File: src/rtl/capture_ctrl.sv
// Capture controller: circular pre-trigger history, post-trigger delay count,
// then newest-first readback of the stored samples through a send/busy handshake.
module capture_ctrl #(
    parameter int DATA_WIDTH = 32,
    parameter int ADDR_WIDTH = 13,
    parameter int CNT_WIDTH  = 16
) (
    input  logic                  clock,
    input  logic                  reset,
    input  logic                  wrSize,
    input  logic [31:0]           config_data,
    input  logic                  arm,
    input  logic                  run,
    input  logic                  abort,
    input  logic                  validIn,
    input  logic [DATA_WIDTH-1:0] dataIn,
    input  logic                  busy,
    input  logic [DATA_WIDTH-1:0] memRdData,
    output logic                  send,
    output logic [DATA_WIDTH-1:0] sendData,
    output logic [ADDR_WIDTH-1:0] memAddr,
    output logic [DATA_WIDTH-1:0] memWrData,
    output logic                  memWrite,
    output logic                  memRead,
    output logic                  capturing,
    output logic                  done
);
    localparam int DEPTH = 1 << ADDR_WIDTH;
    // Truncation is harmless: a wider DEPTH-1 only saturates at the counter max.
    localparam logic [CNT_WIDTH-1:0] IDX_MAX = CNT_WIDTH'(DEPTH - 1);

    typedef enum logic [2:0] {
        IDLE, SAMPLE, DELAY, READ, RDWAIT, SEND, BUSYWAIT
    } state_t;

    state_t state, next_state;

    logic [CNT_WIDTH-1:0]  cfg_read, cfg_delay;
    logic [CNT_WIDTH-1:0]  read_lim, delay_lim;
    logic [CNT_WIDTH-1:0]  post_cnt, idx;
    logic [ADDR_WIDTH-1:0] wr_ptr, rd_ptr;
    logic                  rd_pend;

    logic in_capture, wr_en, post_en, trig_end, last;
    logic capturing_d, send_d, done_d, mem_read_d;

    assign in_capture = (state == SAMPLE) || (state == DELAY);
    assign wr_en      = in_capture && validIn;
    assign post_en    = wr_en && ((state == DELAY) || run);
    assign trig_end   = post_en && (post_cnt == delay_lim);
    assign last       = (idx == read_lim) || (idx == IDX_MAX);

    always_ff @(posedge clock or posedge reset) begin
        if (reset) state <= IDLE;
        else       state <= next_state;
    end

    always_comb begin
        next_state = state;
        unique case (state)
            IDLE:     if (arm) next_state = SAMPLE;
            SAMPLE: begin
                if (abort || trig_end) next_state = READ;
                else if (run)          next_state = DELAY;
            end
            DELAY:    if (abort || trig_end) next_state = READ;
            READ:     next_state = RDWAIT;
            RDWAIT:   next_state = SEND;
            SEND:     if (!busy) next_state = BUSYWAIT;
            BUSYWAIT: if (!busy) next_state = last ? IDLE : READ;
            default:  next_state = IDLE;
        endcase
    end

    always_comb begin
        capturing_d = (next_state == SAMPLE) || (next_state == DELAY);
        send_d      = (state == SEND) && !busy;
        done_d      = (state == BUSYWAIT) && !busy && last;
        mem_read_d  = (state == READ);
    end

    always_ff @(posedge clock or posedge reset) begin
        if (reset) begin
            cfg_read  <= '0;
            cfg_delay <= '0;
            read_lim  <= '0;
            delay_lim <= '0;
            post_cnt  <= '0;
            idx       <= '0;
            wr_ptr    <= '0;
            rd_ptr    <= '0;
            rd_pend   <= 1'b0;
            send      <= 1'b0;
            sendData  <= '0;
            memAddr   <= '0;
            memWrData <= '0;
            memWrite  <= 1'b0;
            memRead   <= 1'b0;
            capturing <= 1'b0;
            done      <= 1'b0;
        end else begin
            capturing <= capturing_d;
            send      <= send_d;
            done      <= done_d;
            memWrite  <= wr_en;
            memRead   <= mem_read_d;
            rd_pend   <= memRead;
            if (wrSize) begin
                cfg_read  <= config_data[CNT_WIDTH-1:0];
                cfg_delay <= config_data[16 +: CNT_WIDTH];
            end
            if (state == IDLE && arm) begin
                read_lim  <= cfg_read;
                delay_lim <= cfg_delay;
                post_cnt  <= '0;
            end
            if (post_en) post_cnt <= post_cnt + 1'b1;
            if (wr_en) begin
                memAddr   <= wr_ptr;
                memWrData <= dataIn;
                wr_ptr    <= wr_ptr + 1'b1;
            end else if (state == READ) begin
                memAddr <= rd_ptr;
            end
            // Newest sample is the one landing this cycle, if any.
            if (in_capture && next_state == READ) begin
                rd_ptr <= wr_en ? wr_ptr : wr_ptr - 1'b1;
                idx    <= '0;
            end
            if (state == BUSYWAIT && !busy && !last) begin
                rd_ptr <= rd_ptr - 1'b1;
                idx    <= idx + 1'b1;
            end
            // Read data arrives one cycle after the strobe.
            if (rd_pend) sendData <= memRdData;
        end
    end
endmodule

File: config.mk
export PLATFORM = sky130hd
export DESIGN_NAME = capture_ctrl
export DESIGN_NICKNAME = d
export VERILOG_FILES = /design/src/rtl/capture_ctrl.sv
export SDC_FILE = /design/constraint.sdc
export NUM_CORES = 1
export LEC_CHECK = 0
export ABC_AREA = 0
export BUFFER_PORTS_ARGS = -buffer_cell sky130_fd_sc_hd__buf_4
export CAP_MARGIN = 40
export CORE_MARGIN = 5
export CORE_UTILIZATION = 52
export CTS_CLUSTER_SIZE = 40
export DETAILED_ROUTE_END_ITERATION = 16
export PLACE_DENSITY = 0.76
export SLEW_MARGIN = 20
export SYNTH_ARGS = -nofsm -noshare
export SYNTH_HDL_FRONTEND = slang
export SYNTH_SLANG_ARGS = --single-unit
File: constraint.sdc
create_clock -name clock -period 15.17 [get_ports clock]
set_input_delay 3.034 -clock clock [delete_from_list [all_inputs] [get_ports clock]]
set_output_delay 3.034 -clock clock [all_outputs]
set_load 0.01 [all_outputs]
Word-level counts from Yosys, hierarchy flattened --
Cells that the tools add are included.
Word-level totals: bits in registers 208, latch bits 0, bits in writable memories 0, bits in read-only memories 0, input port bits 104, output and inout port bits 82, word-level logic and storage cells 72, memories kept 0
Operators by class: add/subtract/negate cells 5, $mul 0, div/mod/pow operators 0, $lt $le $gt $ge 0, eq/ne operators 12, shift-type cells 0, muxes and demuxes 17, bitwise logic cells 0, reductions and logical operators 20
Operator list (number):
- $mux 13 | 5
- $mux 16 | 4
- $add 16x1->16 const B | 2
- $eq 16x16->1 | 2
- $sub 13x1->13 const B | 2
- $pmux 3 s7 | 1
- $mux 3 | 6
- $eq 16x13->1 const B | 1
- $add 13x1->13 const B | 1
- $eq 3x2->1 const B | 4
- $eq 3x3->1 const B | 3
- $logic_and 1x1->1 | 9
- $eq 3x1->1 const B | 2
- $reduce_bool 2->1 | 3
- $logic_or 1x1->1 | 5
- $logic_not 3->1 | 1
- $logic_not 1->1 | 2
- $mux 2 | 1

Longest topological paths before layout --
depth in word-level cells 12, depth in mapped cells 9, mapped depth without buffers 8

Least setup slack after synthesis --
Ideal clock, no wire load.
kind in2reg, start in validIn, end reg idx[11], setup time 121 ps, arrival 4259 ps, required time 15049 ps, setup slack 10790 ps, stages 6, path buffers 0, path through nor2b_1 o21a_1 nand2_1 o21bai_4 o21ai_1 a22o_1
On the way: cells in the longest elaborated chain, start to end 9, elaborated cells between the ends (all ways) 10, classes of those cells 1 x eq/ne; 3 x mux; 6 x reduce/logical
RTL lines:
- start: declaration | line 15 | input logic validIn,
- $logic_and 1x1->1 (*) | line 48 | assign wr_en = in_capture && validIn;
- $logic_and 1x1->1 (*) | line 49 | assign post_en = wr_en && ((state == DELAY) || run);
- $logic_and 1x1->1 (*) | line 50 | assign trig_end = post_en && (post_cnt == delay_lim);
- $logic_or 1x1->1 (*) | line 63, 66
- $mux 3, on equally long branches | line 66, 63
- $pmux 3 s7 (*) | line 60 | unique case (state)
- $eq 3x2->1 (*) | line 126 | if (in_capture && next_state == READ) begin
- $logic_and 1x1->1 (*) | line 126
- $reduce_bool 2->1 (no source line) (*)
- end signal: assignment | line 132 | idx <= idx + 1'b1;
- end: declaration | line 40 | logic [CNT_WIDTH-1:0] post_cnt, idx;
Mark *: on every way between the ends. The rest lies on a longest branch, timed or not. A chain may end at the register's enable or synchronous reset.

Final worst setup path --
start in busy, end reg idx[11]
On the way: cells in the longest elaborated chain, start to end 5, elaborated cells between the ends (all ways) 10, classes of those cells 1 x eq/ne; 4 x mux; 5 x reduce/logical
RTL lines:
- start: declaration | line 17 | input logic busy,
- $mux 3, on equally long branches | line 70, 69
- $pmux 3 s7 | line 60
- $eq 3x2->1 | line 126
- $logic_and 1x1->1 | line 126
- $reduce_bool 2->1 (no source line)
Parallel ways exist; a longest one is shown, timed or not.

==> flow_metrics.tcl <==
set metrics [dict create \
    cp_slowest_cell "nor2_1" \
    start_util 0.5335 \
    grt_start_max_net_pins 92 \
    dp_cells 1266 \
    grt_usage 0.1986 \
    yosysTopAreaCell "dfrtp_1" \
    worstPathMaxFanout 14 \
    synthesis.nets 997 \
    clock_sinks 208 \
    via_per_inst 5.294 \
    crit_buf_inv 3 \
    setup_slack_ns 10.39 \
    root_buffer "clkbuf_16" \
    path_class "input port to flop" \
    io_pins 186 \
    drt-pass1-iter-count 4 \
    synth-simple-area-share 0.1896 \
    rsz0062_at_grt "false" \
    fin_crit_sh 0.3152 \
    cpPeakStageDelay_ns 0.75 \
    antenna_found_initial 0 \
    ant_nets 0 \
    avgRoutedWirePerCell_um 15.61 \
    cp-endpoint "idx[11]" \
    io_buffers 185 \
    power_frac_clock 0.253 \
    setup_viol 0 \
    die_h_um 143.7 \
    tns_ns 0 \
    synth.area.mux_share 0.08415 \
    fin_skew_ns 0.01261 \
    powerDensity_nw_per_um2 190.1 \
    min_path_type "flop to flop" \
    vias 6919 \
    arrival_ns 5.17 \
    synth_top_family_by_area "simple AND/OR/NAND/NOR gates" \
    area_delta_synth_final_pct 26.27 \
    ys_warn_count 0 \
    synth_top_cell_area_share 0.5601 \
    yosys.area_share.adder 0.006732 \
    p_sw_frac 0.3393 \
    remaining_drc_errors 0 \
    cts_hold_buffers 0 \
    design.core.area_um2 17420 \
    r2r_slack_ns 11.93 \
    gp_congestion 0.8526 \
    fill_cells 1366 \
    routed_wl_mm 20.41 \
    syn-mean-instance-area_um2 10.46 \
    max_cap_violations 0 \
    multiInputGateArea_um2 3865 \
    ir_worst_vdd_uv 114.5 \
    synth_compound_area_frac 0.07055 \
    finalPower_w 0.002230 \
    ff_latch_area_um2 5205 \
    cp_common_cell "buf_4" \
    leakagePower_nw 5.602 \
    p_switching_w 0.0007567 \
    startpoint_type "input port" \
    worst_slew_pin_slew_ns 0.7541 \
    synth_xor_area_frac 0.06423 \
    drt_iter0_markers 384 \
    clock_latency_ns 0.51 \
    r2r.worst_path.cells 8 \
    path_cells "buf_4 -> inv_1 -> nand4_1 -> nor2_1 -> buf_4 -> o21ai_1 -> a22o_1" \
    die_x_um 143.7 \
    ys.flop_type "dfrtp_1" \
    dp_slack_ns 9.918 \
    syn-cell-area_um2 9293 \
    critPathCaptureType "flop" \
    grt_pass1_wl_mm 33.91 \
    cts_buffer_depth 3 \
    fmax_mhz 209.1 \
    critPathTopFamily "simple AND/OR/NAND/NOR gates" \
    reg2reg_from "idx[0]" \
    htree_levels 1 \
    layout_common_cells "nand2_1, dfrtp_1, buf_4, mux2_2, xnor2_1" \
    min_period_ns 4.781 \
    ys_types 63 \
    synthCells 888 \
    nets 1175 \
    layout_commonest_cell "nand2_1" \
    layout-drive-gt1-share 0.2911 \
    first_global_vias 6919 \
    yosysSeqAreaShare 0.5601 \
    p_seq_frac 0.398 \
    cts_tree "yes" \
    rows 48 \
    hold_viol_final 0 \
    synth_edf_count 0 \
    fin_cells 1307 \
    p_int_w 0.001474 \
    synth_area_leaders "dfrtp_1, nand2_1, mux2_2, xnor2_1, nand3_1" \
    ys_ff_latch 208 \
    diodes 0 \
    worst_r2r_endpoint "idx[11]" \
    dpl.hpwl_mm 14.62 \
    relSlewSlack 0.4954 \
    final_max_slew_viol_count 0 \
    overflow 0 \
    p_comb_frac 0.349 \
    status "finished clean" \
    cts_setup_buffers 0 \
    startpoint "busy" \
    cts_buffers 23 \
    crit_required_ns 15.56 \
    path_clk_slew_ns 0.06 \
    path_depth 7 \
    async_flop_share 1.000 \
    die_area_um2 20640 \
    cts_resized 0 \
]
worst min-delay path by stage:
stage,cells past startpoint,startpoint,slack [ns],endpoint
global placement,0,memRead,0.36,rd_pend
CTS,0,memRead,0.38,rd_pend
finish,0,memRead,0.38,rd_pend
global route,0,memRead,0.39,rd_pend
floorplan,0,memRead,0.42,rd_pend
detailed placement,0,memRead,0.37,rd_pend
state kept, by name (all words and copies together), names as in the netlist, 3 cells and up:
name and flops:
wr_ptr 13, cfg_read 16, idx 16, post_cnt 16
read_lim 16, memAddr 13, memWrData 32, delay_lim 16
sendData 32, cfg_delay 16, rd_ptr 13, state 3
cell type report:
type                            count  share of cell area
Sequential cell                   208              0.4436
Multi-Input combinational cell    624              0.3294
Timing Repair Buffer              197              0.1314
Clock buffer                       34             0.05939
Tap cell                          225             0.02399
Clock inverter                      7            0.007784
Inverter                           12            0.004479
kinds of logic after synthesis:
kind of cell / after synthesis
xor+xnor: 66
mux: 70
buf+inv: 56
simple gates: 394
compound gates: 89
flops: 208
fa+ha+maj: 5
Yosys cell counts (5+ instances only):
master	number
clkbuf_1	22
o21ai_0	23
buf_1	14
nand2_1	255
o31ai_1	6
nor4_1	7
nand3b_1	5
xnor2_1	48
nor2_1	27
nand4_1	17
inv_1	10
nand2b_1	5
ha_1	5
nand3_1	30
mux2i_1	5
xor2_1	17
mux2_2	65
a22oi_1	8
dfrtp_1	208
a31oi_1	6
or3_1	7
a21oi_1	8
and3_1	8
buf_2	6
nor3_1	8
power groups by stage:
stage / registers [W] / clock network [W] / logic, W
floorplan: 0.000897 / 0 / 0.000469
global placement: 0.000888 / 0 / 0.000758
detailed placement: 0.000896 / 0 / 0.000788
finish: 0.000888 / 0.000564 / 0.000778
CTS: 0.000888 / 0.000577 / 0.000795
global route: 0.000911 / 0.000604 / 0.000866
metal layers:
| metal | wire length (um) | share of wire | GRT usage |
|---|---|---|---|
| met5 | 0 | 0 | 0 |
| met4 | 328 | 0.016 | 0.04807 |
| met3 | 1247 | 0.061 | 0.02862 |
| met2 | 10190 | 0.50 | 0.3475 |
| met1 | 8635 | 0.42 | 0.2628 |
through the flow:
step,hold slack [ns],utilization,cell area (um2)
finish,0.3784,0.6737,11730
global route,0.3893,0.6737,11730
detailed placement,0.3670,0.6284,10950
floorplan,0.4160,-,9293
global placement,0.3588,0.6227,10850
CTS,0.3798,0.6737,11730
No activity file was read; power rests on OpenSTA's default activity.
